File: src/rtl/apb_slave_regs.sv
// APB register-bank slave: NUM_REGS words, last word is a read-only STATUS (err, xfer_cnt).
// Optional wait-state insertion is enabled by defining APB_SLAVE_WAIT_EN.
module apb_slave_regs #(
    parameter int unsigned NUM_REGS    = 16,
    parameter int unsigned WAIT_CYCLES = 2
) (
    input  logic        clk,
    input  logic        rst,
    input  logic        pselx,
    input  logic        penable,
    input  logic [31:0] paddr,
    input  logic        pwrite,
    input  logic [31:0] pwdata,
    output logic        pready,
    output logic [31:0] prdata,
    output logic        irq
);

    localparam int unsigned IDX_W    = $clog2(NUM_REGS);
    localparam int unsigned STAT_IDX = NUM_REGS - 1;

    typedef enum logic [1:0] {
        S_IDLE,
        S_SETUP,
        S_ACCESS
    } state_t;

    state_t             r_state;
    state_t             w_state_nxt;
    logic [31:0]        r_regs [NUM_REGS-1];
    logic               r_err;
    logic [15:0]        r_xfer_cnt;

    logic [IDX_W-1:0]   w_idx;
    logic               w_in_range;
    logic               w_access;
    logic               w_wait_done;
    logic               w_commit;
    logic               w_is_stat;
    logic               w_wr_reg;
    logic               w_clr_err;
    logic               w_viol;
    logic [31:0]        w_status;
    logic               w_unused;

    assign w_idx      = paddr[2 +: IDX_W];
    assign w_in_range = (paddr[31:IDX_W+2] == '0);
    assign w_access   = pselx & penable;
    assign w_is_stat  = (w_idx == IDX_W'(STAT_IDX));

    // Phase state register
    always_ff @(posedge clk or posedge rst) begin
        if (rst) r_state <= S_IDLE;
        else     r_state <= w_state_nxt;
    end

    // Phase decode follows the bus every cycle
    always_comb begin
        w_state_nxt = S_IDLE;
        if (pselx) begin
            if (penable) w_state_nxt = S_ACCESS;
            else         w_state_nxt = S_SETUP;
        end
    end

`ifdef APB_SLAVE_WAIT_EN
    logic [3:0] r_wcnt;

    // Counts stalled access cycles; restarts outside access and after completion
    always_ff @(posedge clk or posedge rst) begin
        if (rst)                      r_wcnt <= 4'd0;
        else if (!w_access || pready) r_wcnt <= 4'd0;
        else                          r_wcnt <= r_wcnt + 4'd1;
    end

    assign w_wait_done = (r_wcnt == 4'(WAIT_CYCLES));
    assign w_unused    = ^paddr[1:0];
`else
    assign w_wait_done = 1'b1;
    assign w_unused    = ^{paddr[1:0], 4'(WAIT_CYCLES)};
`endif

    assign pready    = !rst && w_access && w_wait_done;
    assign w_commit  = pready && pwrite && w_in_range;
    assign w_wr_reg  = w_commit && !w_is_stat;
    assign w_clr_err = w_commit && w_is_stat && pwdata[0];
    assign w_viol    = w_access && (r_state == S_IDLE);

    always_ff @(posedge clk or posedge rst) begin
        if (rst) begin
            for (int i = 0; i < int'(NUM_REGS) - 1; i++) r_regs[i] <= 32'h0;
        end else if (w_wr_reg) begin
            r_regs[w_idx] <= pwdata;
        end
    end

    // Sticky error: a new violation beats a same-cycle W1C clear
    always_ff @(posedge clk or posedge rst) begin
        if (rst)            r_err <= 1'b0;
        else if (w_viol)    r_err <= 1'b1;
        else if (w_clr_err) r_err <= 1'b0;
    end

    always_ff @(posedge clk or posedge rst) begin
        if (rst)         r_xfer_cnt <= 16'h0;
        else if (pready) r_xfer_cnt <= r_xfer_cnt + 16'h1;
    end

    assign w_status = {r_xfer_cnt, 15'h0, r_err};
    assign irq      = r_err;

    always_comb begin
        prdata = 32'h0;
        if (pready && !pwrite && w_in_range) begin
            if (w_is_stat) prdata = w_status;
            else           prdata = r_regs[w_idx];
        end
    end

endmodule

File: config.mk
export PLATFORM = sky130hd
export DESIGN_NAME = apb_slave_regs
export DESIGN_NICKNAME = d
export VERILOG_FILES = /design/src/rtl/apb_slave_regs.sv
export SDC_FILE = /design/constraint.sdc
export NUM_CORES = 1
export LEC_CHECK = 0
export CAP_MARGIN = 20
export CELL_PAD_IN_SITES_DETAIL_PLACEMENT = 0
export CELL_PAD_IN_SITES_GLOBAL_PLACEMENT = 2
export CORE_UTILIZATION = 48
export DETAILED_ROUTE_END_ITERATION = 12
export HOLD_SLACK_MARGIN = 0.06
export PLACE_DENSITY_LB_ADDON = 0.1
export SYNTH_ARGS = -nofsm -noshare
export SYNTH_HDL_FRONTEND = slang
export SYNTH_SLANG_ARGS = --single-unit
File: constraint.sdc
create_clock -name clk -period 46.8 [get_ports clk]
set_input_delay 4.68 -clock clk [delete_from_list [all_inputs] [get_ports clk]]
set_output_delay 4.68 -clock clk [all_outputs]
set_load 0.02 [all_outputs]
# == Yosys cells after proc, flatten, opt, wreduce, memory -nomap -nowiden ==
# Index checks and enable logic that the tools add are counted.
# W data, S select, Z words.
# word_totals
ff_bits,499
latch_bits,0
ram_bits,0
romBits,0
inputBits,69
out_inout_bits,34
wordCells,52
mem_count,0
# classes
addsub,1
multipliers,0
n_div,0
n_lt_le_gt_ge,2
eq_ne,1
n_shift,0
n_mux,12
bitwise,2
n_reduce_logical,16
# ops
op,count
$bwmux W480,1
$mux W32,5
$bmux W32 S4,1
$demux W32 S4,1
$logic_not A26 Y1,1
$add A16 B1 Y16 const B,1
$logic_and A1 B1 Y1,10
$ge A5 B5 Y1 const B,1
$lt A5 B1 Y1 const B,1
$not A4 Y5,1
$eq A4 B4 Y1 const B,1
$mux W2,2
$logic_not A1 Y1,3
$logic_not A2 Y1,1
$mux W1,2
$reduce_bool A2 Y1,1
$and A1 B1 Y1,1

# == Longest topological paths before layout ==
# Gate-level depths: netlist of run 1.
# logic_depth
depth_word,8
ltp_mapped,10
ltp_nobuf,5

# == Worst setup path before layout of run 1 ==
# OpenSTA, ideal clock, no wires.
# synth_path
path_kind,input to output
start,input port rst
end,output port prdata[23]
t_arrival_ns,6.897
required_time_ns,42.120
path_slack_ns,35.223
cell_stages,8
n_path_buf,3
path_cell_list,and3b_1 -> buf_4 -> nand4_1 -> nor2_1 -> buf_4 -> nand2_1 -> clkbuf_1 -> a2111oi_0
# synth_via
elab_chain_cells,5
# synth_rtl
element,line_no,source
start: declaration,8,"input logic rst,"
$logic_not A1 Y1 (no source line),-,
$logic_and A1 B1 Y1,83,assign pready = !rst && w_access && w_wait_done;
net pready,14,"output logic pready,"
$logic_and A1 B1 Y1 (2 in series),114,if (pready && !pwrite && w_in_range) begin
$mux W32,114,
end: declaration,15,"output logic [31:0] prdata,"
# The timed path passes the listed nets, and every way through them passes these cells.

# == Worst setup path after layout of run 1 ==
# layout_path
start,input port rst
end,output port prdata[31]
# layout_via
elab_chain_cells,5
# layout_rtl
element,line_no
$logic_not A1 Y1 (no source line),-
$logic_and A1 B1 Y1,83
$logic_and A1 B1 Y1 (2 in series),114
$mux W32,114
# Every way passes these cells.

==> results of run 1 <==
[metal layers]
metal | global-route usage (%) | routed length, um | vias to the layer above
met1 | 33.1 | 25700 | 7029
li1 | - | - | 5724
met2 | 39.0 | 27200 | 229
met3 | 3.15 | 1900 | 73
met4 | 6.23 | 1100 | 0
met5 | 0 | 0 | -
[power by group through the flow]
| stage | sequential (mW) | combinational (mW) | clock [mW] |
|---|---|---|---|
| 2_1_floorplan | 0.443 | 0.0261 | 0 |
| 3_3_place_gp | 0.444 | 0.0410 | 0 |
| 3_5_place_dp | 0.444 | 0.0415 | 0 |
| 4_1_cts | 0.436 | 0.0416 | 0.452 |
| 5_1_grt | 0.436 | 0.0460 | 0.469 |
| 6_report | 0.436 | 0.0414 | 0.442 |
[sequential cells by signal, indices dropped and copies added (netlist names)]
| register | flops |
|---|---|
| r_state | 2 |
| irq | 1 |
| r_regs | 480 |
| r_xfer_cnt | 16 |
[synthesized netlist by cell type (2+ instances only)]
cell       instances  share of area (%)
buf_1              3              0.049
mux2_2           452                 22
o211ai_1          18               0.59
buf_8              4               0.26
nand3_1           12               0.26
nand2_1           41               0.67
mux4_1             3               0.34
xnor2_1           10               0.38
mux4_2           105                 10
nor2_1            21               0.34
and4_1            11               0.42
a2111oi_0         12               0.46
buf_4             29               0.95
mux2i_1           37                1.6
dfrtp_1          499                 54
clkbuf_1          52               0.85
a211oi_1          12               0.39
a221oi_1           2              0.076
o21ai_0           31               0.67
o32a_1             2              0.087
nand4_1            5               0.14
inv_1              2              0.033
nand2b_1           3              0.082
nor4_1             6               0.16
and3_1             4               0.11
nor2b_1           32               0.87
buf_6              2              0.098
mux2_1            31                1.5
and2_1             3              0.082
a21oi_1            8               0.17
clkbuf_2           7               0.15
xor2_1             5               0.19
buf_2             44               0.96
nor3_1             2              0.043
[critical path, delay by kind of cell]
family | cells | cell delay, ns
AND/OR/NAND/NOR | 4 | 1.99
AO/OA/AOI/OAI | 1 | 1.08
buffers and inverters | 2 | 1.28
[per-stage QoR]
stage                     std cells  instance area [um^2]  total power, mW  worst slack (ns)
after global placement         2114                 24300            0.485             32.93
after CTS                      2211                 26100            0.930             32.96
final                          2214                 26200            0.919             33.07
after global routing           2214                 26200            0.951             32.80
after floorplan                1519                 23000            0.469             28.19
after detailed placement       2114                 24300            0.486             32.94
[cell families (layout without fill, tap and decap cells)]
| group | count (synthesis) | in the layout |
|---|---|---|
| multiplexers | 628 | 628 |
| flip-flops | 499 | 499 |
| AND/OR/NAND/NOR | 143 | 143 |
| buffers and inverters | 143 | 231 |
| AO/OA/AOI/OAI | 90 | 90 |
| XOR/XNOR | 15 | 15 |
| adder cells (fa/ha/maj) | 1 | 1 |
[worst min-delay path by stage]
stage                                 to  slack [ns]  cells after the start
final                     r_xfer_cnt[15]        0.48                      1
after CTS                 r_xfer_cnt[15]        0.48                      1
after floorplan           r_xfer_cnt[15]        0.45                      1
after global routing         r_regs[290]        0.49                      1
after global placement    r_xfer_cnt[15]        0.46                      1
after detailed placement  r_xfer_cnt[15]        0.47                      1
[final cells by class]
type | count | area [um^2] | area share, %
clock inverter | 21 | 253 | 0.964
sequential | 499 | 12500 | 47.6
inverter | 2 | 15.0 | 0.0573
timing repair buffer | 132 | 1300 | 4.95
clock buffer | 76 | 1600 | 6.08
tap | 607 | 759 | 2.90
multi-input combinational | 877 | 9820 | 37.4
==> flow_metrics.py, run 1 <==
metrics = {
    "clocking": {
        "root_buffer": "clkbuf_16",
        "numCtsBuffers": 54,
        "cts_sinks": 499,
        "cts_tree": "yes",
        "clk_pin_slew_ns": 0.06,
        "cts_setup_buffers": 0,
        "holdBufCountCts": 0,
        "clk_latency_ns": 0.61,
        "clockBufferDepth": 3,
        "ctsResizeCount": 0,
        "cts.htree.levels": 2,
    },
    "cells_and_area": {
        "utilization_pct": 55.9,
        "final_common_cell": "dfrtp_1",
        "diodes": 0,
        "fin_nets": 1636,
        "syn_to_final_growth_pct": 13.9,
        "layout_common_cells": "499 x dfrtp_1, 452 x mux2_2, 105 x mux4_2, 96 x clkdlybuf4s50_1, 55 x clkbuf_16",
        "drive_above_1_share_pct": 43.6,
        "fill_cells": 3827,
    },
    "grt": {
        "track_usage_pct": 23.6,
        "grt_pass1_vias": 13900,
        "grt_first_pass_wirelength_um": 87300,
        "antenna_found_initial": 1,
        "grt_max_degree": 126,
        "grt_overflow": 0,
    },
    "critical_path": {
        "r2r-end": "r_xfer_cnt[14]",
        "cpMostUsedCell": "clkdlybuf4s50_1",
        "cp-startpoint": "rst",
        "cp-end-kind": "output pin",
        "crit_arrival_ns": 9.05,
        "rr_startpoint": "r_xfer_cnt[5]",
        "endpoint": "prdata[31]",
        "critPathRequiredTime_ns": 42.12,
        "worst_setup_path_start_kind": "input pin",
        "cp_max_fo": 16,
        "cp_slowest_cell": "a2111oi_0",
        "path_class": "input pin to output pin",
        "reg2reg_depth": 5,
        "slowest_delay_ns": 1.08,
        "r2r_slack_ns": 45.18,
        "crit_chain": "clkdlybuf4s50_1 > and3b_1 > nand4_1 > nor2_1 > nand2_1 > a2111oi_0 > clkdlybuf4s50_1",
    },
    "yosys": {
        "synth-seq-cells": 499,
        "synth.distinct_cells": 43,
        "synth.cell_area_um2": 23000,
        "synth_fa_ha_area_share_pct": 0.0544,
        "synthFlopType": "dfrtp_1",
        "synthArstFlopShare_pct": 100,
        "synth-compound-area-share_pct": 2.63,
        "synth-simple-area-share_pct": 3.31,
        "yosysWarnings": 0,
        "synth_top_family_by_area": "multiplexers",
        "synth-xor-area-share_pct": 0.571,
        "synthCells": 1519,
        "synthMuxAreaShare_pct": 35.9,
        "syn_nets": 1589,
        "synth-edff-count": 0,
        "syn_avg_cell_area_um2": 15.2,
        "seq_area_frac_synth_pct": 54.2,
    },
    "sta": {
        "period_share_pct": 29.3,
        "setup_violations": 0,
        "fin_hold_ws_ns": 0.480,
        "worstMarginPinSlew_ns": 1.09,
        "fmax_mhz": 72.8,
        "grt_setup_unrepaired": "no",
        "finClkSkew_ns": 0.00889,
        "finalHoldViolCount": 0,
        "slew-limit-headroom_pct": 25.5,
        "finalMaxSlewViolations": 0,
        "fin_crit_ns": 13.73,
        "finalSetupTns_ns": 0,
    },
    "pwr": {
        "switching_share_pct": 22.6,
        "intPower_mw": 0.712,
        "ir_drop_mv": 0.0264,
        "leakage_nw": 12.6,
        "combinationalPowerShare_pct": 4.5,
        "power_frac_clock_pct": 48.0,
        "seq_power_share_pct": 47.5,
        "p_switching_mw": 0.207,
        "cellPowerDensity_nw_per_um2": 35.1,
    },
    "detailed_routing": {
        "wire_per_inst_um": 25.2,
        "vias_per_cell": 5.90,
        "via_count": 13100,
        "drc": 0,
        "dr.pass1.iters": 4,
        "final_antenna_net_count": 0,
        "drt_wl_total_um": 55800,
        "first_iter_violations": 712,
    },
    "place": {
        "routabilityCongestion": 0.743,
        "io_buffers": 100,
        "dp_hpwl_um": 31000,
    },
    "floorplanning": {
        "die_y_um": 221,
        "ios": 103,
        "fp.coreArea_um2": 47000,
        "die_area_um2": 48800,
        "start_util_pct": 49.0,
        "num_rows": 79,
        "die_w_um": 221,
    },
    "run_status": {
        "outcome": "complete, no violations",
    },
    "job": {
        "maxCapViolCount": 0,
    },
    "worst_hold_path": {
        "worstHoldPathType": "flop to flop",
        "min_from": "r_xfer_cnt[15]",
    },
}
Power figures use the tool's default switching activity.
==> run 2, diff against run 1 <==
- CORE_UTILIZATION: 48 -> 45
- clock period: 46.8 -> 13.86 ns (I/O delays scaled with it)
==> flow_metrics.py, run 2 (synthesized netlist as in run 1, its figures left out) <==
metrics = {
    "critical_path": {
        "cp_max_fo": 16,
        "cpMostUsedCell": "clkdlybuf4s50_1",
        "cp-end-kind": "output pin",
        "worst_setup_path_start_kind": "input pin",
        "path_class": "input pin to output pin",
        "crit_arrival_ns": 5.66,
        "rr_startpoint": "r_xfer_cnt[5]",
        "crit_chain": "clkdlybuf4s50_1 > and3b_1 > nand4_1 > nor2_1 > nand2_1 > a2111oi_0 > clkdlybuf4s50_1",
        "slowest_delay_ns": 1.13,
        "r2r_slack_ns": 12.26,
        "crit_family": "simple AND/OR/NAND/NOR gates",
        "cp-startpoint": "rst",
        "cp_slowest_cell": "a2111oi_0",
        "critPathBufInv": 2,
        "critPathRequiredTime_ns": 12.47,
    },
    "pwr": {
        "seq_power_share_pct": 49.0,
        "combinationalPowerShare_pct": 4.6,
        "power_frac_clock_pct": 46.4,
        "power_mw": 3.01,
        "ir_drop_mv": 0.0932,
        "p_switching_mw": 0.684,
        "cellPowerDensity_nw_per_um2": 115,
        "leakage_nw": 12.5,
        "intPower_mw": 2.32,
        "switching_share_pct": 22.7,
    },
    "grt": {
        "track_usage_pct": 22.4,
        "grt_pass1_vias": 14000,
        "antenna_found_initial": 1,
        "grt_overflow": 0,
        "grt_max_degree": 197,
        "grt_first_pass_wirelength_um": 88200,
    },
    "detailed_routing": {
        "final_antenna_net_count": 0,
        "first_iter_violations": 772,
        "via_count": 13000,
        "dr.pass1.iters": 4,
        "wire_per_inst_um": 24.9,
        "drc": 0,
        "vias_per_cell": 5.74,
        "drt_wl_total_um": 56500,
    },
    "place": {
        "placed_area_um2": 24400,
        "dp_hpwl_um": 31400,
        "dp_slack_ns": 6.75,
        "routabilityCongestion": 0.735,
        "io_buffers": 100,
    },
    "sta": {
        "setup_violations": 0,
        "setup_slack_ns": 6.81,
        "finalSetupTns_ns": 0,
        "finClkSkew_ns": 0.0103,
        "grt_setup_unrepaired": "no",
        "fmax_mhz": 142,
        "fin_hold_ws_ns": 0.475,
        "period_share_pct": 50.8,
        "slew-limit-headroom_pct": 20.7,
        "finalHoldViolCount": 0,
        "fin_crit_ns": 7.05,
        "worstMarginPinSlew_ns": 1.16,
        "finalMaxSlewViolations": 0,
    },
    "cells_and_area": {
        "regMostFlops": "r_regs",
        "fin_nets": 1632,
        "reg_top3": "r_regs (480), r_xfer_cnt (16), r_state (2)",
        "largest_reg_flops": 480,
        "layout_common_cells": "499 x dfrtp_1, 452 x mux2_2, 105 x mux4_2, 96 x clkdlybuf4s50_1, 55 x clkbuf_16",
        "syn_to_final_growth_pct": 13.3,
        "final_common_cell": "dfrtp_1",
        "diodes": 0,
        "stdcell_area_um2": 26100,
        "drive_above_1_share_pct": 42.6,
    },
    "clocking": {
        "cts_setup_buffers": 0,
        "root_buffer": "clkbuf_16",
        "numCtsBuffers": 54,
        "cts.htree.levels": 2,
        "clockBufferDepth": 3,
        "cts_tree": "yes",
        "clk_pin_slew_ns": 0.06,
        "ctsResizeCount": 0,
        "clk_latency_ns": 0.60,
        "holdBufCountCts": 0,
        "cts_sinks": 499,
    },
    "floorplanning": {
        "start_util_pct": 45.8,
        "die_w_um": 228,
        "die_area_um2": 52100,
        "die_y_um": 228,
        "ios": 103,
        "fp.coreArea_um2": 50300,
        "num_rows": 82,
    },
    "run_status": {
        "outcome": "complete, no violations",
    },
    "worst_hold_path": {
        "worstHoldPathType": "flop to flop",
        "min_from": "r_xfer_cnt[15]",
    },
    "job": {
        "maxCapViolCount": 0,
    },
}
==> run 2: cell types whose count changed in the layout (fill, tap and decap cells not counted), sizes merged <==
cell          previous run  this run
clkbuf                  77        87
clkinv                  13         3
buf                     35        30
bufinv                   5         1
inv                      5         3
clkinvlp                 0         1
dlymetal6s2s             0         1
==> run 2: power groups by stage <==
stage	sequential, mW	clock (mW)	combinational, mW
final	1.47	1.40	0.138
after global routing	1.47	1.49	0.154
after CTS	1.47	1.44	0.142
after detailed placement	1.50	0	0.142
after global placement	1.50	0	0.141
after floorplan	1.50	0	0.0883
==> run 2: per-layer routing <==
| metal | GRT usage (%) | vias up | routed length [um] | part of all wire [%] |
|---|---|---|---|---|
| met5 | 0 | - | 11 | 0.019 |
| met4 | 6.02 | 2 | 1100 | 2.0 |
| met3 | 2.78 | 83 | 2150 | 3.8 |
| met2 | 37.3 | 209 | 27900 | 49 |
| met1 | 31.2 | 7027 | 25400 | 45 |
| li1 | - | 5705 | - | - |
==> run 2: worst paths after layout <==
| path | end | depth (start not counted) |
|---|---|---|
| max in group asynchronous | r_regs[235] | 4 |
| setup reg to reg | r_xfer_cnt[14] | 5 |
| hold reg to reg | r_xfer_cnt[15] | 1 |
| hold / removal | r_xfer_cnt[15] | 1 |
| setup / recovery | prdata[29] | 7 |
| min in group asynchronous | r_regs[350] | 2 |
==> run 2: final cells by class <==
type	instances	area (um^2)
flip-flops and latches	499	12500
repair buffers	128	1240
clock buffers	86	1620
well taps	672	841
multi-input cells	877	9820
clock inverters	6	73.8
fillers	4273	24200
inverters	2	11.3
==> run 2: worst reg2reg max path, cell delays in order (launching register included) <==
cell     delay, ns
dfrtp_1       0.43
and4_1        0.27
and3_1        0.22
and3_1        0.21
and4_1        0.21
xor2_1        0.17
==> run 2: through the flow <==
stage	utilization (%)	std cells
CTS	51.9	2269
global placement	48.5	2177
floorplan	-	1519
finish	51.9	2270
global route	51.9	2270
detailed placement	48.5	2177
